[config.mk]
export PLATFORM = sky130hd
export DESIGN_NAME = vmop_issue_flat
export DESIGN_NICKNAME = d
export VERILOG_FILES = /design/src/rtl/vmop_issue_if.sv /design/src/rtl/vmop_issue.sv /design/src/flat_wrapper.sv
export SDC_FILE = /design/constraint.sdc
export NUM_CORES = 1
export LEC_CHECK = 0
export CAP_MARGIN = 10
export CORE_MARGIN = 8
export CORE_UTILIZATION = 42
export DETAILED_ROUTE_END_ITERATION = 16
export PLACE_DENSITY = 0.85
export SYNTH_ARGS = -nofsm -noshare
export SYNTH_HDL_FRONTEND = slang
export SYNTH_SLANG_ARGS = --single-unit
[constraint.sdc]
create_clock -name clk -period 2.57 [get_ports clk]
set_clock_uncertainty 0.1 [all_clocks]
set_input_delay 0.514 -clock clk [delete_from_list [all_inputs] [get_ports clk]]
set_output_delay 0.514 -clock clk [all_outputs]
set_load 0.02 [all_outputs]
[src/rtl/vmop_issue_if.sv]
// vmop_issue_if: bundles the request handshake, the VRF read port and the
// mask-logic output beat stream of vmop_issue.
//   slave  : the issue unit (takes requests and read data, drives reads and beats)
//   master : the environment (drives requests and VRF data, observes the rest)
// Request side : req_valid/req_ready, req_vs1/req_vs2/req_vd, req_opSel, req_nbeats
// VRF side     : rd_en, rd_addr0/rd_addr1 ({reg, beat}), rd_data0/rd_data1 (1-cycle latency)
// Output side  : out_valid, out_m0/out_m1, out_opSel, out_addr ({vd, beat}), done, busy
interface vmop_issue_if #(
    parameter int DATA_WIDTH  = 64,
    parameter int ADDR_WIDTH  = 32,
    parameter int OPSEL_WIDTH = 3,
    parameter int REG_WIDTH   = 5,
    parameter int BEAT_WIDTH  = 3
);
    logic                              req_valid;
    logic                              req_ready;
    logic [REG_WIDTH-1:0]              req_vs1;
    logic [REG_WIDTH-1:0]              req_vs2;
    logic [REG_WIDTH-1:0]              req_vd;
    logic [OPSEL_WIDTH-1:0]            req_opSel;
    logic [BEAT_WIDTH-1:0]             req_nbeats;

    logic                              rd_en;
    logic [REG_WIDTH+BEAT_WIDTH-1:0]   rd_addr0;
    logic [REG_WIDTH+BEAT_WIDTH-1:0]   rd_addr1;
    logic [DATA_WIDTH-1:0]             rd_data0;
    logic [DATA_WIDTH-1:0]             rd_data1;

    logic [DATA_WIDTH-1:0]             out_m0;
    logic [DATA_WIDTH-1:0]             out_m1;
    logic [OPSEL_WIDTH-1:0]            out_opSel;
    logic [ADDR_WIDTH-1:0]             out_addr;
    logic                              out_valid;
    logic                              done;
    logic                              busy;

    modport slave (
        input  req_valid, req_vs1, req_vs2, req_vd, req_opSel, req_nbeats,
        input  rd_data0, rd_data1,
        output req_ready, rd_en, rd_addr0, rd_addr1,
        output out_m0, out_m1, out_opSel, out_addr, out_valid, done, busy
    );

    modport master (
        output req_valid, req_vs1, req_vs2, req_vd, req_opSel, req_nbeats,
        output rd_data0, rd_data1,
        input  req_ready, rd_en, rd_addr0, rd_addr1,
        input  out_m0, out_m1, out_opSel, out_addr, out_valid, done, busy
    );
endinterface

[src/rtl/vmop_issue.sv]
// vmop_issue: accepts one vector mask-logic instruction, reads its source
// registers beat by beat from the VRF and streams the operand pairs, tagged
// with destination address and op select, to the mask-logic unit.
// Ports:
//   clk - clock, rising edge
//   rst - synchronous, active-high reset
//   io  - vmop_issue_if.slave: request handshake, VRF read port, output beats
module vmop_issue #(
    parameter int DATA_WIDTH  = 64,
    parameter int ADDR_WIDTH  = 32,
    parameter int OPSEL_WIDTH = 3,
    parameter int REG_WIDTH   = 5,
    parameter int BEAT_WIDTH  = 3
) (
    input  logic         clk,
    input  logic         rst,
    vmop_issue_if.slave  io
);

    typedef enum logic {IDLE, ISSUE} state_t;

    state_t                   state_q, state_d;
    logic [BEAT_WIDTH-1:0]    beat_q, beat_d;
    logic [REG_WIDTH-1:0]     vs1_q, vs1_d;
    logic [REG_WIDTH-1:0]     vs2_q, vs2_d;
    logic [REG_WIDTH-1:0]     vd_q, vd_d;
    logic [OPSEL_WIDTH-1:0]   op_q, op_d;
    logic [BEAT_WIDTH-1:0]    nbeats_q, nbeats_d;

    logic                     issue;
    logic                     is_last;
    logic [BEAT_WIDTH-1:0]    last_beat;

    // Tag stage 1: aligned with rd_data arriving from the VRF.
    logic                     s1_valid_q;
    logic [REG_WIDTH-1:0]     s1_vd_q;
    logic [BEAT_WIDTH-1:0]    s1_beat_q;
    logic [OPSEL_WIDTH-1:0]   s1_op_q;
    logic                     s1_last_q;

    // Tag stage 2: registered outputs.
    logic                     out_valid_q;
    logic [DATA_WIDTH-1:0]    out_m0_q;
    logic [DATA_WIDTH-1:0]    out_m1_q;
    logic [OPSEL_WIDTH-1:0]   out_op_q;
    logic [ADDR_WIDTH-1:0]    out_addr_q;
    logic                     done_q;

    // nbeats==0 encodes 2^BEAT_WIDTH; modular subtraction yields the all-ones
    // last index in that case, so one compare covers every count.
    assign last_beat = nbeats_q - BEAT_WIDTH'(1);
    assign is_last   = (beat_q == last_beat);

    always_comb begin
        state_d  = state_q;
        beat_d   = beat_q;
        vs1_d    = vs1_q;
        vs2_d    = vs2_q;
        vd_d     = vd_q;
        op_d     = op_q;
        nbeats_d = nbeats_q;
        issue    = 1'b0;
        case (state_q)
            IDLE: begin
                if (io.req_valid) begin
                    vs1_d    = io.req_vs1;
                    vs2_d    = io.req_vs2;
                    vd_d     = io.req_vd;
                    op_d     = io.req_opSel;
                    nbeats_d = io.req_nbeats;
                    beat_d   = '0;
                    state_d  = ISSUE;
                end
            end
            ISSUE: begin
                issue  = 1'b1;
                beat_d = beat_q + BEAT_WIDTH'(1);
                if (is_last) begin
                    state_d = IDLE;
                end
            end
            default: state_d = IDLE;
        endcase
    end

    always_ff @(posedge clk) begin
        if (rst) begin
            state_q     <= IDLE;
            beat_q      <= '0;
            vs1_q       <= '0;
            vs2_q       <= '0;
            vd_q        <= '0;
            op_q        <= '0;
            nbeats_q    <= '0;
            s1_valid_q  <= 1'b0;
            s1_vd_q     <= '0;
            s1_beat_q   <= '0;
            s1_op_q     <= '0;
            s1_last_q   <= 1'b0;
            out_valid_q <= 1'b0;
            out_m0_q    <= '0;
            out_m1_q    <= '0;
            out_op_q    <= '0;
            out_addr_q  <= '0;
            done_q      <= 1'b0;
        end else begin
            state_q     <= state_d;
            beat_q      <= beat_d;
            vs1_q       <= vs1_d;
            vs2_q       <= vs2_d;
            vd_q        <= vd_d;
            op_q        <= op_d;
            nbeats_q    <= nbeats_d;

            s1_valid_q  <= issue;
            s1_vd_q     <= vd_q;
            s1_beat_q   <= beat_q;
            s1_op_q     <= op_q;
            s1_last_q   <= issue && is_last;

            // Payload fields are zeroed rather than held so idle outputs read 0.
            out_valid_q <= s1_valid_q;
            out_m0_q    <= s1_valid_q ? io.rd_data0 : '0;
            out_m1_q    <= s1_valid_q ? io.rd_data1 : '0;
            out_op_q    <= s1_valid_q ? s1_op_q : '0;
            out_addr_q  <= s1_valid_q ? ADDR_WIDTH'({s1_vd_q, s1_beat_q}) : '0;
            done_q      <= s1_valid_q && s1_last_q;
        end
    end

    // rst gates every output so the port is quiet for the whole reset cycle,
    // not only after the first reset edge.
    assign io.req_ready = (state_q == IDLE) && !rst;
    assign io.rd_en     = issue && !rst;
    assign io.rd_addr0  = io.rd_en ? {vs1_q, beat_q} : '0;
    assign io.rd_addr1  = io.rd_en ? {vs2_q, beat_q} : '0;
    assign io.out_valid = out_valid_q && !rst;
    assign io.out_m0    = rst ? '0 : out_m0_q;
    assign io.out_m1    = rst ? '0 : out_m1_q;
    assign io.out_opSel = rst ? '0 : out_op_q;
    assign io.out_addr  = rst ? '0 : out_addr_q;
    assign io.done      = done_q && !rst;
    assign io.busy      = ((state_q == ISSUE) || s1_valid_q || out_valid_q) && !rst;

endmodule
[src/flat_wrapper.sv]
// flat-port wrapper written by rule: the top's interface ports become plain ports
module vmop_issue_flat 
#(
    parameter int DATA_WIDTH  = 64,
    parameter int ADDR_WIDTH  = 32,
    parameter int OPSEL_WIDTH = 3,
    parameter int REG_WIDTH   = 5,
    parameter int BEAT_WIDTH  = 3
)
  (clk, rst, io_req_valid, io_req_vs1, io_req_vs2, io_req_vd, io_req_opSel, io_req_nbeats, io_rd_data0, io_rd_data1, io_req_ready, io_rd_en, io_rd_addr0, io_rd_addr1, io_out_m0, io_out_m1, io_out_opSel, io_out_addr, io_out_valid, io_done, io_busy);
  vmop_issue_if #(.DATA_WIDTH(DATA_WIDTH), .ADDR_WIDTH(ADDR_WIDTH), .OPSEL_WIDTH(OPSEL_WIDTH), .REG_WIDTH(REG_WIDTH), .BEAT_WIDTH(BEAT_WIDTH)) io_i ();
  input  logic clk;
  input  logic rst;
  input wire logic [$bits(io_i.req_valid)-1:0] io_req_valid;
  input wire logic [$bits(io_i.req_vs1)-1:0] io_req_vs1;
  input wire logic [$bits(io_i.req_vs2)-1:0] io_req_vs2;
  input wire logic [$bits(io_i.req_vd)-1:0] io_req_vd;
  input wire logic [$bits(io_i.req_opSel)-1:0] io_req_opSel;
  input wire logic [$bits(io_i.req_nbeats)-1:0] io_req_nbeats;
  input wire logic [$bits(io_i.rd_data0)-1:0] io_rd_data0;
  input wire logic [$bits(io_i.rd_data1)-1:0] io_rd_data1;
  output wire logic [$bits(io_i.req_ready)-1:0] io_req_ready;
  output wire logic [$bits(io_i.rd_en)-1:0] io_rd_en;
  output wire logic [$bits(io_i.rd_addr0)-1:0] io_rd_addr0;
  output wire logic [$bits(io_i.rd_addr1)-1:0] io_rd_addr1;
  output wire logic [$bits(io_i.out_m0)-1:0] io_out_m0;
  output wire logic [$bits(io_i.out_m1)-1:0] io_out_m1;
  output wire logic [$bits(io_i.out_opSel)-1:0] io_out_opSel;
  output wire logic [$bits(io_i.out_addr)-1:0] io_out_addr;
  output wire logic [$bits(io_i.out_valid)-1:0] io_out_valid;
  output wire logic [$bits(io_i.done)-1:0] io_done;
  output wire logic [$bits(io_i.busy)-1:0] io_busy;
  assign io_i.req_valid = io_req_valid;
  assign io_i.req_vs1 = io_req_vs1;
  assign io_i.req_vs2 = io_req_vs2;
  assign io_i.req_vd = io_req_vd;
  assign io_i.req_opSel = io_req_opSel;
  assign io_i.req_nbeats = io_req_nbeats;
  assign io_i.rd_data0 = io_rd_data0;
  assign io_i.rd_data1 = io_rd_data1;
  assign io_req_ready = io_i.req_ready;
  assign io_rd_en = io_i.rd_en;
  assign io_rd_addr0 = io_i.rd_addr0;
  assign io_rd_addr1 = io_i.rd_addr1;
  assign io_out_m0 = io_i.out_m0;
  assign io_out_m1 = io_i.out_m1;
  assign io_out_opSel = io_i.out_opSel;
  assign io_out_addr = io_i.out_addr;
  assign io_out_valid = io_i.out_valid;
  assign io_done = io_i.done;
  assign io_busy = io_i.busy;
  vmop_issue #(.DATA_WIDTH(DATA_WIDTH), .ADDR_WIDTH(ADDR_WIDTH), .OPSEL_WIDTH(OPSEL_WIDTH), .REG_WIDTH(REG_WIDTH), .BEAT_WIDTH(BEAT_WIDTH)) u_core (.clk(clk), .rst(rst), .io(io_i));
endmodule
==> metrics.md <==
| Metric | Value |
|---|---|
| Status | complete, no violations |
| Max_cap viols | 0 |
| Post-route ant nets | 0 |
| First-pass GRT wire length | 27.5 mm |
| Overall die height | 139 um |
| Worst Path Required | 1.96 ns |
| ANT cells | 0 |
| Hold Path Sink | u_core.out_op_q[0] |
| Antenna violations before repair | 1 |
| GPL Wtd Cong | 0.781 |
| XOR/XNOR Fraction of Synth Area | 0.625% |
| Maximum vdd drop | 529 uV |
| Row cnt | 45 |
| HP Start | u_core.s1_op_q[0] |
| Largest net degree at the start of global routing | 142 |
| Post-synthesis compound-gate area fraction | 1.94% |
| Setup bufs post-CTS | 0 |
| Worst hold stages | 1 |
| PortBufs | 311 |
| Final worst slack | 0.116 ns |
| Hold Path Class | flip-flop to flip-flop |
| Main area contributors after synthesis | dfxtp_1 (56%), nor2b_1 (15%), and2_1 (15%), buf_4 (4.7%), nand2_1 (2.5%) |
| Asr flop ratio synth | 0% |
| Leakage power | 4.00 nW |
| Area of the core | 15000 um^2 |
| FILL cells | 1183 |
| RR Endpoint | u_core.out_m1_q[55] |
| Post-synth EDFFs | 0 |
| Worst-case reg-to-reg path depth | 3 |
| Total gr overflow | 0 |
| Total CTS buffers | 17 |
| Yosys top cell by area | dfxtp_1 |
| Most numerous cell in the Yosys netlist | dfxtp_1 |
| Nets | 1093 |
| Post-synthesis sequential area ratio | 56.0% |
| WL final | 17.7 mm |
| Setup slack, reg-to-reg | 0.82 ns |
| Vias | 4928 |
| Hold Vio Cnt, Final | 0 |
| Pwr dens | 586 nW/um^2 |
| Cts repair resizes | 1 |
| Worst-margin pin slew | 1.09 ns |
| Startpoint Class | flip-flop |
| Area delta synth->final | 57.8% |
| Clock Latency Late Sink | 0.42 ns |
| Sum Neg Setup Slack | 0 ns |
| Max-slew headroom | 27.3% |
| Post-synthesis cell area | 6400 um^2 |
| # hold bufs at CTS | 0 |
| Setup-failing EPs final | 0 |
| CTS Root Cell | clkbuf_16 |
| R2r startpoint | u_core.s1_valid_q |
| Post-layout min period | 2.45 ns |
| Number of global-route vias before repair | 5012 |
| Initial Util | 42.6% |
| Clk slew on worst S/H paths | 0.07 ns |
| Main combinational cell family by area after synthesis | simple AND/OR/NAND/NOR gates |
| Starting DRC count in detailed routing | 194 |
| Dpl ws | 0.119 ns |
| Unrepaired setup endpoints after global routing | false |
| CP arrival | 1.84 ns |
| Total die area | 19400 um^2 |
| Area share of the largest cell type after synthesis | 56.0% |
| Tcrit/Tclk final | 95.5% |
| TritonCTS clock tree | built |
| Post-synthesis mux area share | 0.156% |
| Post-synthesis adder-cell area fraction | 0.391% |
| Synth warn | 0 |
| Longest Clk Path Bufs | 2 |
| Layout cells sized above 1 | 5.36% |
| Wire per inst | 15.6 um |
| Slew Limit Fails | 0 |
| I/O pin total | 336 |
| Cells after Synth | 641 |
| Critical Setup Path Class | flip-flop to primary output |
| Syn_area_per_cell | 9.99 um^2 |
| Via/cell ratio | 4.32 |
| DR pass1 iterations | 6 |
| Crit path max fanout | 10 |
| Die width | 139 um |
| Global-route usage over all layers | 18.3% |
| #FFs+latches synth | 179 |
| Top_reg_cell synth | dfxtp_1 |
| Hold Slack | 0.331 ns |
| Sink Count | 179 |
| DRC viols | 0 |
| Most frequent cells after synthesis | dfxtp_1 (179), nor2b_1 (155), and2_1 (153) |
| Post-synthesis simple-gate area fraction | 34.0% |
| Crit. End Element | primary output |
| Hpwl dp | 13.5 mm |
| Achievable frequency | 0.408 GHz |
| Yosys cell types | 25 |
| CTS H-tree depth | 4 |
area by class of cell:
cell class | count | area (um^2) | share of cell area, %
clock inverters | 14 | 136 | 1.35
inverters | 2 | 7.51 | 0.0743
flip-flops and latches | 179 | 3580 | 35.5
clock buffers | 18 | 439 | 4.35
repair buffers | 324 | 3240 | 32.0
well taps | 188 | 235 | 2.33
multi-input cells | 415 | 2460 | 24.4
per-stage QoR:
step	cell area, um^2	utilization [%]	std cells	power, W
finish	10100	67.2	1140	0.00592
floorplan	6490	-	664	0.00321
detailed placement	9530	63.4	1108	0.00351
CTS	10100	67.2	1140	0.00599
global route	10100	67.2	1140	0.00616
global placement	9530	63.4	1108	0.00350
placed cells by master (no fill, tap or decap), types with 4 or more instances in the layout:
cell             instances
a21oi_1                 22
and2_1                 153
buf_4                   11
clkbuf_16               17
clkdlybuf4s50_1        309
clkinv_4                 4
conb_1                  24
dfxtp_1                179
inv_6                    5
nand2_1                 42
nor2b_1                155
worst max path at each step:
stage / start / end / slack (ns) / cells past startpoint
floorplan: rst / io_rd_addr1[0] / 0.44 / 5
global placement: rst / io_busy / 0.11 / 5
detailed placement: rst / io_busy / 0.12 / 5
CTS: u_core.state_q / io_rd_addr0[5] / 0.07 / 4
global route: u_core.state_q / io_rd_addr0[5] / 0.01 / 4
finish: u_core.state_q / io_rd_addr0[5] / 0.12 / 4
flip-flops by register name, indices dropped and copies added (netlist names), 5 cells and up:
register / count
u_core.out_addr_q: 8
u_core.s1_vd_q: 5
u_core.vd_q: 5
u_core.out_m0_q: 64
u_core.vs1_q: 5
u_core.vs2_q: 5
u_core.out_m1_q: 64
kinds of logic after synthesis:
kind of cell,after synthesis
AO/OA/AOI/OAI,24
XOR/XNOR,3
adder cells (fa/ha/maj),2
buffers and inverters,70
flip-flops,179
multiplexers,1
other,1
AND/OR/NAND/NOR,361
power breakdown:
group / switching, W / internal (W)
Sequential: 0.0000226 / 0.00285
Clock: 0.00117 / 0.00131
Combinational: 0.000236 / 0.000338
routing by layer:
layer	vias up	GRT usage [%]	routed length [um]
li1	2487	-	-
met1	2229	17.9	6170
met2	184	33.0	9330
met3	26	8.17	1850
met4	2	7.34	371
met5	-	0	13
worst max-delay path, cell delays in order, from the launching register on:
cell,delay (ns)
dfxtp_1,0.34
nor2b_2,0.15
buf_4,0.16
and2_1,0.14
clkdlybuf4s50_1,0.63
Note: power is estimated with default switching activity, not from simulation.
